### src/rtl/nios_mem_scrub_pkg.sv
// nios_mem_scrub_pkg
// Shared definitions for the memory scrub master: controller state encoding,
// command opcodes, default geometry of the on-chip memory slave and the
// slave's fixed read latency.
package nios_mem_scrub_pkg;

  localparam int DEF_ADDR_W   = 11;
  localparam int DEF_DATA_W   = 32;
  localparam int DEF_DEPTH    = 2048;
  localparam int READ_LATENCY = 1;

  localparam logic OP_FILL  = 1'b0;
  localparam logic OP_CHECK = 1'b1;

  typedef enum logic [2:0] {
    ST_IDLE  = 3'd0,
    ST_FILL  = 3'd1,
    ST_READ  = 3'd2,
    ST_DRAIN = 3'd3,
    ST_DONE  = 3'd4
  } state_t;

  // States in which a bus access is presented to the slave.
  function automatic logic is_bus_state(input state_t s);
    return (s == ST_FILL) || (s == ST_READ);
  endfunction

endpackage

### src/rtl/nios_mem_scrub_addr_gen.sv
// nios_mem_scrub_addr_gen
// Walks the word range of one command: holds the address and expected data of
// the access currently on the bus plus the count of words still to issue.
// Ports:
//   clk, reset_n        clock, async active-low reset
//   i_load              latch base/length/pattern (command accepted)
//   i_step              advance to the next word
//   i_base, i_len       first address, clamped word count
//   i_pattern           seed data word
//   o_addr, o_exp       current address / expected data word
//   o_last              current word is the final one of the range
// Build option: MEM_SCRUB_INCR_PATTERN_EN makes expected(i) = pattern + i;
// without it every word expects the seed pattern.
module nios_mem_scrub_addr_gen #(
  parameter int ADDR_W = 11,
  parameter int DATA_W = 32,
  parameter int DEPTH  = 2048
) (
  input  logic              clk,
  input  logic              reset_n,
  input  logic              i_load,
  input  logic              i_step,
  input  logic [ADDR_W-1:0] i_base,
  input  logic [ADDR_W:0]   i_len,
  input  logic [DATA_W-1:0] i_pattern,
  output logic [ADDR_W-1:0] o_addr,
  output logic [DATA_W-1:0] o_exp,
  output logic              o_last
);

  localparam logic [ADDR_W-1:0] LAST_ADDR = ADDR_W'(DEPTH - 1);

  logic [ADDR_W-1:0] r_addr;
  logic [DATA_W-1:0] r_exp;
  logic [ADDR_W:0]   r_rem;

  // Address and remaining-word counter; address wraps modulo DEPTH.
  always_ff @(posedge clk or negedge reset_n) begin
    if (!reset_n) begin
      r_addr <= '0;
      r_rem  <= '0;
    end else if (i_load) begin
      r_addr <= i_base;
      r_rem  <= i_len;
    end else if (i_step) begin
      r_addr <= (r_addr == LAST_ADDR) ? '0 : r_addr + ADDR_W'(1);
      r_rem  <= r_rem - (ADDR_W+1)'(1);
    end else begin
      r_addr <= r_addr;
      r_rem  <= r_rem;
    end
  end

  // Expected-data generator.
  always_ff @(posedge clk or negedge reset_n) begin
    if (!reset_n) begin
      r_exp <= '0;
    end else if (i_load) begin
      r_exp <= i_pattern;
`ifdef MEM_SCRUB_INCR_PATTERN_EN
    end else if (i_step) begin
      r_exp <= r_exp + DATA_W'(1);
`endif
    end else begin
      r_exp <= r_exp;
    end
  end

  assign o_addr = r_addr;
  assign o_exp  = r_exp;
  assign o_last = (r_rem == (ADDR_W+1)'(1));

endmodule

### src/rtl/nios_mem_scrub_master.sv
// nios_mem_scrub_master
// Avalon-MM master for the on-chip memory's second slave port. A command
// either fills a word range with a pattern or reads it back and counts
// mismatches against the same pattern, recording the first failing address.
// Ports:
//   clk, reset_n                       clock, async active-low reset
//   start, op, base_addr, length,      command (sampled only when idle);
//   pattern                            op 0 = FILL, 1 = CHECK
//   busy, done                         command in progress / completion pulse
//   err_count, first_err_addr          results of the last CHECK
//   avm_*                              master side of the memory slave port
// Build option: MEM_SCRUB_INCR_PATTERN_EN selects an incrementing pattern
// (expected(i) = pattern + i) instead of a constant fill.
module nios_mem_scrub_master
  import nios_mem_scrub_pkg::*;
#(
  parameter int ADDR_W = DEF_ADDR_W,
  parameter int DATA_W = DEF_DATA_W,
  parameter int DEPTH  = DEF_DEPTH
) (
  input  logic              clk,
  input  logic              reset_n,
  input  logic              start,
  input  logic              op,
  input  logic [ADDR_W-1:0] base_addr,
  input  logic [ADDR_W:0]   length,
  input  logic [DATA_W-1:0] pattern,
  output logic              busy,
  output logic              done,
  output logic [ADDR_W:0]   err_count,
  output logic [ADDR_W-1:0] first_err_addr,
  output logic [ADDR_W-1:0] avm_address,
  output logic [3:0]        avm_byteenable,
  output logic              avm_chipselect,
  output logic              avm_write,
  output logic [DATA_W-1:0] avm_writedata,
  input  logic [DATA_W-1:0] avm_readdata,
  output logic              avm_clken
);

  localparam logic [ADDR_W:0] DEPTH_L = (ADDR_W+1)'(DEPTH);

  state_t            r_state;
  state_t            w_next_state;
  logic [ADDR_W:0]   w_len_clamped;
  logic              w_accept;
  logic              w_step;
  logic              w_last;
  logic [ADDR_W-1:0] w_addr;
  logic [DATA_W-1:0] w_exp;

  logic              r_cs;
  logic              r_wr;
  logic [3:0]        r_be;
  logic              r_busy;
  logic              r_done;
  logic              r_clken;
  logic              r_cmp_vld;
  logic [DATA_W-1:0] r_cmp_exp;
  logic [ADDR_W-1:0] r_cmp_addr;
  logic [ADDR_W:0]   r_err_count;
  logic [ADDR_W-1:0] r_first_err;

  assign w_accept = (r_state == ST_IDLE) && start;
  assign w_step   = is_bus_state(r_state);

  nios_mem_scrub_addr_gen #(
    .ADDR_W (ADDR_W),
    .DATA_W (DATA_W),
    .DEPTH  (DEPTH)
  ) u_addr_gen (
    .clk       (clk),
    .reset_n   (reset_n),
    .i_load    (w_accept),
    .i_step    (w_step),
    .i_base    (base_addr),
    .i_len     (w_len_clamped),
    .i_pattern (pattern),
    .o_addr    (w_addr),
    .o_exp     (w_exp),
    .o_last    (w_last)
  );

  // Next-state logic; the word count is clamped to the memory depth.
  always_comb begin
    w_next_state  = r_state;
    w_len_clamped = (length > DEPTH_L) ? DEPTH_L : length;
    case (r_state)
      ST_IDLE: begin
        if (start) begin
          if (w_len_clamped == '0) begin
            w_next_state = ST_DONE;
          end else if (op == OP_CHECK) begin
            w_next_state = ST_READ;
          end else begin
            w_next_state = ST_FILL;
          end
        end else begin
          w_next_state = ST_IDLE;
        end
      end
      ST_FILL:  w_next_state = w_last ? ST_DONE : ST_FILL;
      ST_READ:  w_next_state = w_last ? ST_DRAIN : ST_READ;
      ST_DRAIN: w_next_state = ST_DONE;
      ST_DONE:  w_next_state = ST_IDLE;
      default:  w_next_state = ST_IDLE;
    endcase
  end

  // State register and registered bus/status strobes derived from next state.
  always_ff @(posedge clk or negedge reset_n) begin
    if (!reset_n) begin
      r_state <= ST_IDLE;
      r_cs    <= 1'b0;
      r_wr    <= 1'b0;
      r_be    <= 4'b0000;
      r_busy  <= 1'b0;
      r_done  <= 1'b0;
      r_clken <= 1'b0;
    end else begin
      r_state <= w_next_state;
      r_cs    <= is_bus_state(w_next_state);
      r_wr    <= (w_next_state == ST_FILL);
      r_be    <= is_bus_state(w_next_state) ? 4'b1111 : 4'b0000;
      r_busy  <= is_bus_state(w_next_state) || (w_next_state == ST_DRAIN);
      r_done  <= (w_next_state == ST_DONE);
      r_clken <= 1'b1;
    end
  end

  // Read-compare pipeline: the expected word of a read is held one cycle so it
  // lines up with the slave's registered read data.
  always_ff @(posedge clk or negedge reset_n) begin
    if (!reset_n) begin
      r_cmp_vld  <= 1'b0;
      r_cmp_exp  <= '0;
      r_cmp_addr <= '0;
    end else begin
      r_cmp_vld  <= (r_state == ST_READ);
      r_cmp_exp  <= w_exp;
      r_cmp_addr <= w_addr;
    end
  end

  // Result registers: cleared on an accepted command, updated per mismatch.
  always_ff @(posedge clk or negedge reset_n) begin
    if (!reset_n) begin
      r_err_count <= '0;
      r_first_err <= '0;
    end else if (w_accept) begin
      r_err_count <= '0;
      r_first_err <= '0;
    end else if (r_cmp_vld && (avm_readdata != r_cmp_exp)) begin
      r_err_count <= r_err_count + (ADDR_W+1)'(1);
      r_first_err <= (r_err_count == '0) ? r_cmp_addr : r_first_err;
    end else begin
      r_err_count <= r_err_count;
      r_first_err <= r_first_err;
    end
  end

  assign busy           = r_busy;
  assign done           = r_done;
  assign err_count      = r_err_count;
  assign first_err_addr = r_first_err;
  assign avm_address    = w_addr;
  assign avm_byteenable = r_be;
  assign avm_chipselect = r_cs;
  assign avm_write      = r_wr;
  assign avm_writedata  = w_exp;
  assign avm_clken      = r_clken;

endmodule

### config.mk
export PLATFORM = sky130hd
export DESIGN_NAME = nios_mem_scrub_master
export DESIGN_NICKNAME = d
export VERILOG_FILES = /design/src/rtl/nios_mem_scrub_pkg.sv /design/src/rtl/nios_mem_scrub_addr_gen.sv /design/src/rtl/nios_mem_scrub_master.sv
export SDC_FILE = /design/constraint.sdc
export NUM_CORES = 1
export LEC_CHECK = 0
export CORE_ASPECT_RATIO = 2
export CORE_UTILIZATION = 45
export CTS_BUF_LIST = sky130_fd_sc_hd__clkbuf_8
export CTS_CLUSTER_DIAMETER = 80
export DETAILED_ROUTE_END_ITERATION = 8
export MAX_ROUTING_LAYER = met4
export PLACE_DENSITY = 0.83
export SLEW_MARGIN = 25
export SYNTH_ARGS = -nofsm -noshare
export SYNTH_HDL_FRONTEND = slang
export SYNTH_HIERARCHICAL = 1
export SYNTH_SLANG_ARGS = --single-unit
export TNS_END_PERCENT = 10
### constraint.sdc
create_clock -name clk -period 5.5 [get_ports clk]
set_input_delay 0.825 -clock clk [delete_from_list [all_inputs] [get_ports clk]]
set_output_delay 0.825 -clock clk [all_outputs]
set_load 0.03 [all_outputs]
==> qor.txt, run 1 <==
hold path start = u_addr_gen/o_exp[1]$_DFFE_PN0P_
mean post-synth cell area = 11.9 sq um
Power Total = 4.66 mW
row count = 57
largest net degree at the start of global routing = 83
Core ar. = 0.0122 sq mm
Routed Antenna Nets = 0
grt ovf = 0
Setup Skew = 12.6 ps
Period minus WS final = 2640 ps
Port Buf Inserts = 165
total negative slack = 0 ps
Ys Warns = 6
antenna violations before repair = 1
total setup buffers inserted after CTS = 0
DP Cell Count = 769
clk_lat worst skew = 420 ps
post-synthesis sequential area ratio = 57.4%
die area = 0.0131 sq mm
#FFs+latches synth = 130
Die Y = 161 um
Setup CP Type = input pin to register
Clock Sinks = 130
final setup fails = 0
Final Hold Fails = 0
drt drc = 0
Slew Viols, Final = 0
synthesized area = 0.00566 sq mm
vias in the first global route = 4472
Ports = 166
flop-to-flop setup slack = 3130 ps
fraction of layout cells with a size suffix above 1 = 13.0%
Critical Path Source Type = input pin
Clock Pin Slew Worst Setup and Hold Paths = 80 ps
actual slew at the worst max-slew pin = 806 ps
crit path max fanout = 73
Final Net Count = 737
max_cap viols = 0
Worst Path Arrival = 2950 ps
CTS Root Cell = clkbuf_8
syn nets = 571
peak supply drop = 0.389 mV
clock buffer depth = 2
final worst-path cycle share = 48.0%
hold path depth = 0
Layout Cells excl Fill = 802
Area growth syn-to-layout = 39.3%
Placer Congestion = 0.903
r2r startpoint = r_state[0]$_DFF_PN0_
Starting Density = 46.4%
Post-CTS Resized = 0
count of cell types in the netlist = 50
DR vias/cell = 5.27
reg2reg path depth = 6
Setup WS post-layout = 2860 ps
RSZ-0062 raised after global routing = no
H-tree lvl count = 4
TritonCTS clock tree = built
Slew HR = 45.6%
hold crit path type = register to register
DP HPWL = 10200 um
status = finished, final reports clean
leakage power = 3.25 nW
Pwr per Cell Area = 591 mW/mm^2
fillers = 925
Routed WL per cell = 17.1 um
worst endpoint required time = 5810 ps
Syn Inst Count = 475
Initial DRC Count = 193
GRT Util Overall = 23.5%
hold path endpoint = r_cmp_exp[1]$_DFF_PN0_
Routed WL = 13700 um
RR Endpoint = u_addr_gen/o_exp[4]$_DFFE_PN0P_
worst slack at placement = 2400 ps
first-pass GRT wire length = 21900 um
CTS buffer count = 17
CP Capture Type = register
via count = 4223
DRT Pass-1 Iters = 4
width of the die = 81.3 um
Hold-fix buffers, CTS = 0
Highest Clock Rate = 379 MHz
-- placed cells by master (no fill, tap or decap), drive strengths merged, types with 3 or more instances in the layout --
| cell type | count |
|---|---|
| clkdlybuf4s50 | 164 |
| nand3b | 4 |
| and2 | 3 |
| buf | 5 |
| nor2b | 14 |
| nor4 | 8 |
| and3 | 7 |
| mux2 | 32 |
| nor2 | 13 |
| ha | 5 |
| nand2 | 60 |
| bufinv | 5 |
| nor4b | 3 |
| mux2i | 16 |
| a21oi | 10 |
| inv | 13 |
| nand4 | 16 |
| dfrtp | 130 |
| clkbuf | 19 |
| xor2 | 10 |
| nand3 | 12 |
| o21ai | 24 |
| nor3 | 6 |
| or2 | 4 |
| xnor2 | 44 |
-- synthesized netlist by cell type (all sizes together) --
master	instances	area [sq um]
nor3b	1	18.8
ha	5	62.6
o22ai	2	12.5
nand2b	1	6.26
xor2	10	87.6
nand3b	4	30.0
mux2i	16	160
and2	3	18.8
and4	2	20.0
conb	1	3.75
clkbuf	9	33.8
nor2	13	48.8
nor2b	14	87.6
dfrtp	130	3250
nor4bb	2	20.0
nor4b	3	56.3
o21ai	24	128
nand3	12	60.1
a311oi	1	8.76
a21oi	10	50.1
a31o	1	8.76
and3	7	43.8
nand4	16	100
o32ai	1	8.76
and2b	1	7.51
mux2	32	360
nand4bb	1	27.5
or2	4	25.0
nand2	60	225
nor4	8	77.6
a21bo	2	20.0
xnor2	44	385
inv	9	33.8
a21boi	2	15.0
buf	13	81.3
a41o	1	10.0
nor3	6	35.0
o21a	1	7.51
a2111oi	1	8.76
o31ai	2	15.0
-- cells by family (layout without fill, tap and decap cells) --
logic type,after synthesis,in the layout,share of synthesized area (%)
buffers and inverters,31,210,2.63
and+or+nand+nor,158,158,16.0
adders and majority gates,5,5,1.10
DFF,130,130,57.4
AOI/OAI and AO/OA,48,48,5.17
other,1,2,0.0662
xor gates and xnor gates,54,54,8.35
muxes,48,48,9.19
-- final cells by class --
| type | count | area [sq um] | share of cell area [%] |
|---|---|---|---|
| diodes | 1 | 2.50 | 0.0317 |
| clock buffers | 19 | 262 | 3.31 |
| clock inverters | 13 | 208 | 2.63 |
| inverters | 9 | 36.3 | 0.460 |
| multi-input cells | 314 | 2260 | 28.7 |
| flip-flops and latches | 130 | 3250 | 41.2 |
| well taps | 147 | 184 | 2.33 |
| repair buffers | 169 | 1680 | 21.3 |
-- power by group --
part	leakage (nW)	internal, mW	switching (mW)
logic	1.42	0.913	1.08
registers	1.60	1.39	0.342
clock network	0.236	0.565	0.375
total	3.25	2.86	1.80
-- metal layers --
| metal | routed length [um] | vias up | global-route usage (%) |
|---|---|---|---|
| li1 | - | 1968 | - |
| met5 | 0 | - | - |
| met3 | 556 | 46 | 4.15 |
| met2 | 7590 | 164 | 39.2 |
| met4 | 668 | 0 | 14.9 |
| met1 | 4910 | 2045 | 24.6 |
-- how the worst max path moves through the flow --
| stage | to | cells past startpoint | startpoint | slack [ps] |
|---|---|---|---|---|
| 2_1_floorplan | u_addr_gen/o_addr[2]$_DFFE_PN0P_ | 7 | start | 3300 |
| 3_5_place_dp | first_err_addr[6]$_DFFE_PN0P_ | 7 | avm_readdata[2] | 2400 |
| 5_1_grt | first_err_addr[6]$_DFFE_PN0P_ | 7 | avm_readdata[9] | 2640 |
| 3_3_place_gp | u_addr_gen/o_exp[22]$_DFFE_PN0P_ | 6 | start | 2090 |
| 4_1_cts | first_err_addr[4]$_DFFE_PN0P_ | 7 | avm_readdata[2] | 2870 |
| 6_report | u_addr_gen/o_exp[4]$_DFFE_PN0P_ | 6 | start | 2860 |
-- registers in the layout (all words and copies together) (netlist names) --
name and count:
r_cmp_exp 32, u_addr_gen/o_exp 32, err_count 12, u_addr_gen/r_rem 12, first_err_addr 11, r_cmp_addr 11
u_addr_gen/o_addr 11, r_state 3, avm_byteenable 1, avm_clken 1, avm_write 1, busy 1
done 1, r_cmp_vld 1
-- critical path, cell delays in order --
cell and delay (ps):
clkdlybuf4s50_1 460, nand3b_1 80, buf_4 230, inv_4 540, buf_4 390, mux2_2 380
-- per-stage QoR --
stage	util, %	area (sq um)	hold slack, ps
2_1_floorplan	-	5660	467
3_3_place_gp	60.8	7410	383
3_5_place_dp	60.8	7410	388
4_1_cts	64.6	7880	400
5_1_grt	64.7	7890	414
6_report	64.7	7890	398
Power figures use the tool's default switching activity.
==> run 2: changes to the inputs <==
- clock period: 5.5 -> 2.65 ns (I/O delays scaled with it)
==> qor.txt, run 2 (same netlist as run 1, synthesis figures left out) <==
status = finished, final reports clean
Worst Path Arrival = 2720 ps
Setup WS post-layout = 234 ps
Ports = 166
Post-CTS Resized = 0
GRT Util Overall = 24.1%
Die Y = 161 um
Slew HR = 45.2%
reg2reg path depth = 6
peak supply drop = 0.872 mV
Final Hold Fails = 0
Area growth syn-to-layout = 39.7%
total negative slack = 0 ps
vias in the first global route = 4506
Highest Clock Rate = 414 MHz
fillers = 909
net switching power = 3.77 mW
Comb pwr share = 43.3%
DP Cell Count = 774
Util after Layout = 64.9%
final worst-path cycle share = 91.2%
Initial DRC Count = 157
Port Buf Inserts = 165
actual slew at the worst max-slew pin = 811 ps
Routed WL = 14000 um
H-tree lvl count = 4
antenna violations before repair = 0
Seq pwr share = 37.4%
DP HPWL = 10600 um
CTS Root Cell = clkbuf_8
Period minus WS final = 2420 ps
RSZ-0062 raised after global routing = no
Clock power frac = 19.3%
Routed Antenna Nets = 0
first-pass GRT wire length = 22500 um
Pwr per Cell Area = 1220 mW/mm^2
clk_lat worst skew = 440 ps
DRT Pass-1 Iters = 4
Placer Congestion = 0.829
# diodes = 0
Clock Sinks = 130
most frequent cells in the layout = 164 x clkdlybuf4s50_1, 130 x dfrtp_1, 60 x nand2_1
commonest non-fill, non-tap cell in the layout = clkdlybuf4s50_1
Setup CP Type = register to register
Critical Path Source Type = register
Final Net Count = 743
Sw Share = 39.2%
Starting Density = 46.4%
Core ar. = 0.0122 sq mm
Fin Hold WS = 399 ps
Clock Pin Slew Worst Setup and Hold Paths = 80 ps
final setup fails = 0
DP Area = 0.00746 sq mm
internal cell power = 5.86 mW
worst slack at placement = 155 ps
via count = 4237
Hold-fix buffers, CTS = 1
leakage power = 3.26 nW
total setup buffers inserted after CTS = 0
Layout Cells excl Fill = 806
row count = 57
drt drc = 0
Power Total = 9.63 mW
die area = 0.0131 sq mm
hold crit path type = register to register
clock buffer depth = 2
CP Capture Type = register
Routed WL per cell = 17.3 um
worst endpoint required time = 2950 ps
max_cap viols = 0
grt ovf = 0
width of the die = 81.3 um
hold path depth = 0
Slew Viols, Final = 0
crit path max fanout = 4
TritonCTS clock tree = built
Post-Layout Inst Area = 0.00791 sq mm
fraction of layout cells with a size suffix above 1 = 13.8%
Setup Skew = 16.9 ps
largest net degree at the start of global routing = 66
DR vias/cell = 5.26
flop-to-flop setup slack = 230 ps
CTS buffer count = 17
==> run 2: cell types whose count changed in the layout (fill, tap and decap cells not counted), sizes merged <==
cell         change
dlygate4sd3      +1
inv              -3
clkinv           +1
clkinvlp         +2
diode            -1
bufinv           -1
buf              +5
==> run 2: layout make-up <==
cell class                 count  area [sq um]  area share (%)
clock buffer                  19           262            3.30
clock inverter                12           181            2.29
inverter                       9          33.8           0.427
multi-input combinational    314          2260            28.6
sequential                   130          3250            41.1
tap                          147           184            2.32
timing repair buffer         175          1740            22.0
==> run 2: power by group through the flow <==
stage | sequential, mW | clock [mW] | combinational [mW]
2_1_floorplan | 4.35 | 0 | 1.80
3_3_place_gp | 3.58 | 0 | 4.08
3_5_place_dp | 3.64 | 0 | 4.18
4_1_cts | 3.61 | 1.89 | 4.20
5_1_grt | 3.72 | 1.98 | 4.45
6_report | 3.60 | 1.86 | 4.17
==> run 2: path summary, 6_finish.rpt <==
kind	end	from
max	r_state[0]$_DFF_PN0_	u_addr_gen/r_rem[7]$_DFFE_PN0P_
min	r_cmp_exp[6]$_DFF_PN0_	u_addr_gen/o_exp[6]$_DFFE_PN0P_
max reg2reg	r_state[0]$_DFF_PN0_	u_addr_gen/r_rem[7]$_DFFE_PN0P_
min reg2reg	r_cmp_exp[6]$_DFF_PN0_	u_addr_gen/o_exp[6]$_DFFE_PN0P_
max in group asynchronous	avm_byteenable[2]$_DFF_PN0_	reset_n
min in group asynchronous	r_cmp_exp[3]$_DFF_PN0_	reset_n
==> run 2: routing by layer <==
| layer | part of all wire [%] | track usage, % | up-vias |
|---|---|---|---|
| li1 | - | - | 1971 |
| met1 | 34 | 24.9 | 2078 |
| met2 | 57 | 41.1 | 148 |
| met3 | 4.6 | 5.45 | 40 |
| met4 | 4.0 | 12.9 | 0 |
| met5 | 0 | - | - |
==> run 2: worst max-delay path, cell delays in order (launching register included) <==
cell and delay, ps:
dfrtp_1 450, nor4_4 380, nand2_1 90, nor4bb_1 720
nor2_1 200, o21ai_0 300, o21ai_0 150
==> run 3: changes to the inputs <==
- CTS_CLUSTER_SIZE: unset -> 28
==> results of run 3 <==
No change in the layout: final DEF, timing and power equal those of run 2.
==> RTL edit, RTL diff (config.mk and constraints of run 1) <==
The package constant `DEF_ADDR_W` goes from 11 to 12.
--- a/src/rtl/nios_mem_scrub_pkg.sv
+++ b/src/rtl/nios_mem_scrub_pkg.sv
@@ -5,5 +5,5 @@
 package nios_mem_scrub_pkg;
 
-  localparam int DEF_ADDR_W   = 11;
+  localparam int DEF_ADDR_W   = 12;
   localparam int DEF_DATA_W   = 32;
   localparam int DEF_DEPTH    = 2048;
Interface: changed (5 resized); port bits go from 166 to 171. The function was not compared with the original's and may differ.
==> RTL edit against run 1 <==
  * The run now ends with design-rule violations left
  * Final area increased by 4.2%
  * Synthesized cell count increased by 9.5%
  * Die area grew 7.4%
  * Synthesized area grew 7.5%
  * Hold slack got worse by 26 ps
  * Sequential cell count grew 5
  * Power grew 0.63%
  * Critical endpoint is now u_addr_gen/o_exp[13]
  * Cell count up 6.5%
  * Maximum frequency fell by 18%
  * Register-to-register slack worse by 560 ps
  * Routed wire length grew 7.4%
  * Worst setup slack got worse by 580 ps
  * Critical path depth did not move
==> RTL edit: results (changes against run 1) <==
layout cell share with drive strength beyond 1=12.0% (-1.0 points); number of global-route vias before repair=4608 (+3.0%); final setup skew=12.1 ps (-0.557 ps); slowest cell on the critical path=inv_2; shortest period the worst path allows=3220 ps (+580 ps); number of port buffers=170 (+3.0%); top area cells in the synthesized netlist=dfrtp_1, mux2_2, xnor2_1; IR drop worst, VDD=315 µV (-19%); remaining design rule violation count=18 (+18); Post-layout nets=785 (+6.5%); longest individual stage delay on the worst path=680 ps (+140 ps); length of the first detailed-routing pass in iterations=7 (+3); maximum number of pins on one net before global-route repair=72 (-13%); Initial DRC Count=258 (+34%); violations in the final reports=design-rule violations; leading cell types by count after synthesis=dfrtp_1, nand2_1, xnor2_1; capture instance of the worst register-to-register path=u_addr_gen/o_exp[13]; post-synth cell types=56 (+12%); worst hold slack=373 ps (-25.7 ps); start of the worst register-to-register path=r_state[1]; outcome=finished with violations; overall fraction of global-route tracks in use=22.9% (-0.56 points); number of antenna violations at the first check in global routing=2 (+1); Gate Count Post-Synth=520 (+9.5%); pin slew with the least headroom to its limit=861 ps (+54.9 ps); CP max FO=53 (-27%); routed length per placed instance=17.3 µm (+0.88%); Setup WS pre-CTS=1850 ps (-556 ps); Syn Nets=618 (+8.2%); HPWL Detailed=11100 µm (+8.5%); cell count after placement=820 (+6.6%)
-- RTL edit: worst register-to-register path: stages, from the launching register on --
cell and delay (ps):
dfrtp_1 480, or4b_1 560, buf_4 300, inv_2 700, buf_4 410, mux2_2 370
-- RTL edit: layout make-up --
class / instances / area (µm²)
sequential: 135 / 3380
timing repair buffer: 175 / 1740
antenna: 2 / 5.00
inverter: 10 / 37.5
clock inverter: 15 / 156
multi-input combinational: 348 / 2480
tap: 152 / 190
clock buffer: 17 / 234
fill: 1023 / 4850
-- RTL edit: kinds of logic (layout without fill, tap and decap cells) --
group,Yosys count,after routing,synth area share (%)
simple gates,177,177,16.5
flops,135,135,55.5
mux,59,59,10.4
compound gates,53,53,5.12
xor+xnor,52,52,7.48
buf+inv,37,217,3.84
fa+ha+maj,5,5,1.03
other cells,2,4,0.123
-- RTL edit: through the flow --
stage	total power, W	area (µm²)
after floorplan	0.00314	6090
final	0.00469	8220
after global routing	0.00496	8220
after CTS	0.00473	8210
after global placement	0.00383	7820
after detailed placement	0.00391	7820
-- RTL edit: worst max path at each step --
stage                     startpoint                    to  depth (start not counted)
after CTS                      start  u_addr_gen/o_exp[14]                          6
after detailed placement       start  u_addr_gen/o_exp[26]                          6
after global routing           start  u_addr_gen/o_exp[26]                          6
after floorplan                start   u_addr_gen/o_exp[0]                          6
after global placement         start  u_addr_gen/o_exp[18]                          6
final                          start  u_addr_gen/o_exp[13]                          6
-- RTL edit: where the power goes --
part           switching [W]  internal, W
combinational        0.00115     0.000953
sequential          0.000357      0.00143
clock               0.000423     0.000377
-- RTL edit: per-layer routing --
metal	vias to the layer above	track usage (%)	wire length [µm]	share of wire, %
met5	-	-	0	0
met4	0	11.7	624	4.2
met3	36	4.21	561	3.8
met2	153	40.9	8310	56
met1	2203	23.6	5250	36
li1	2134	-	-	-
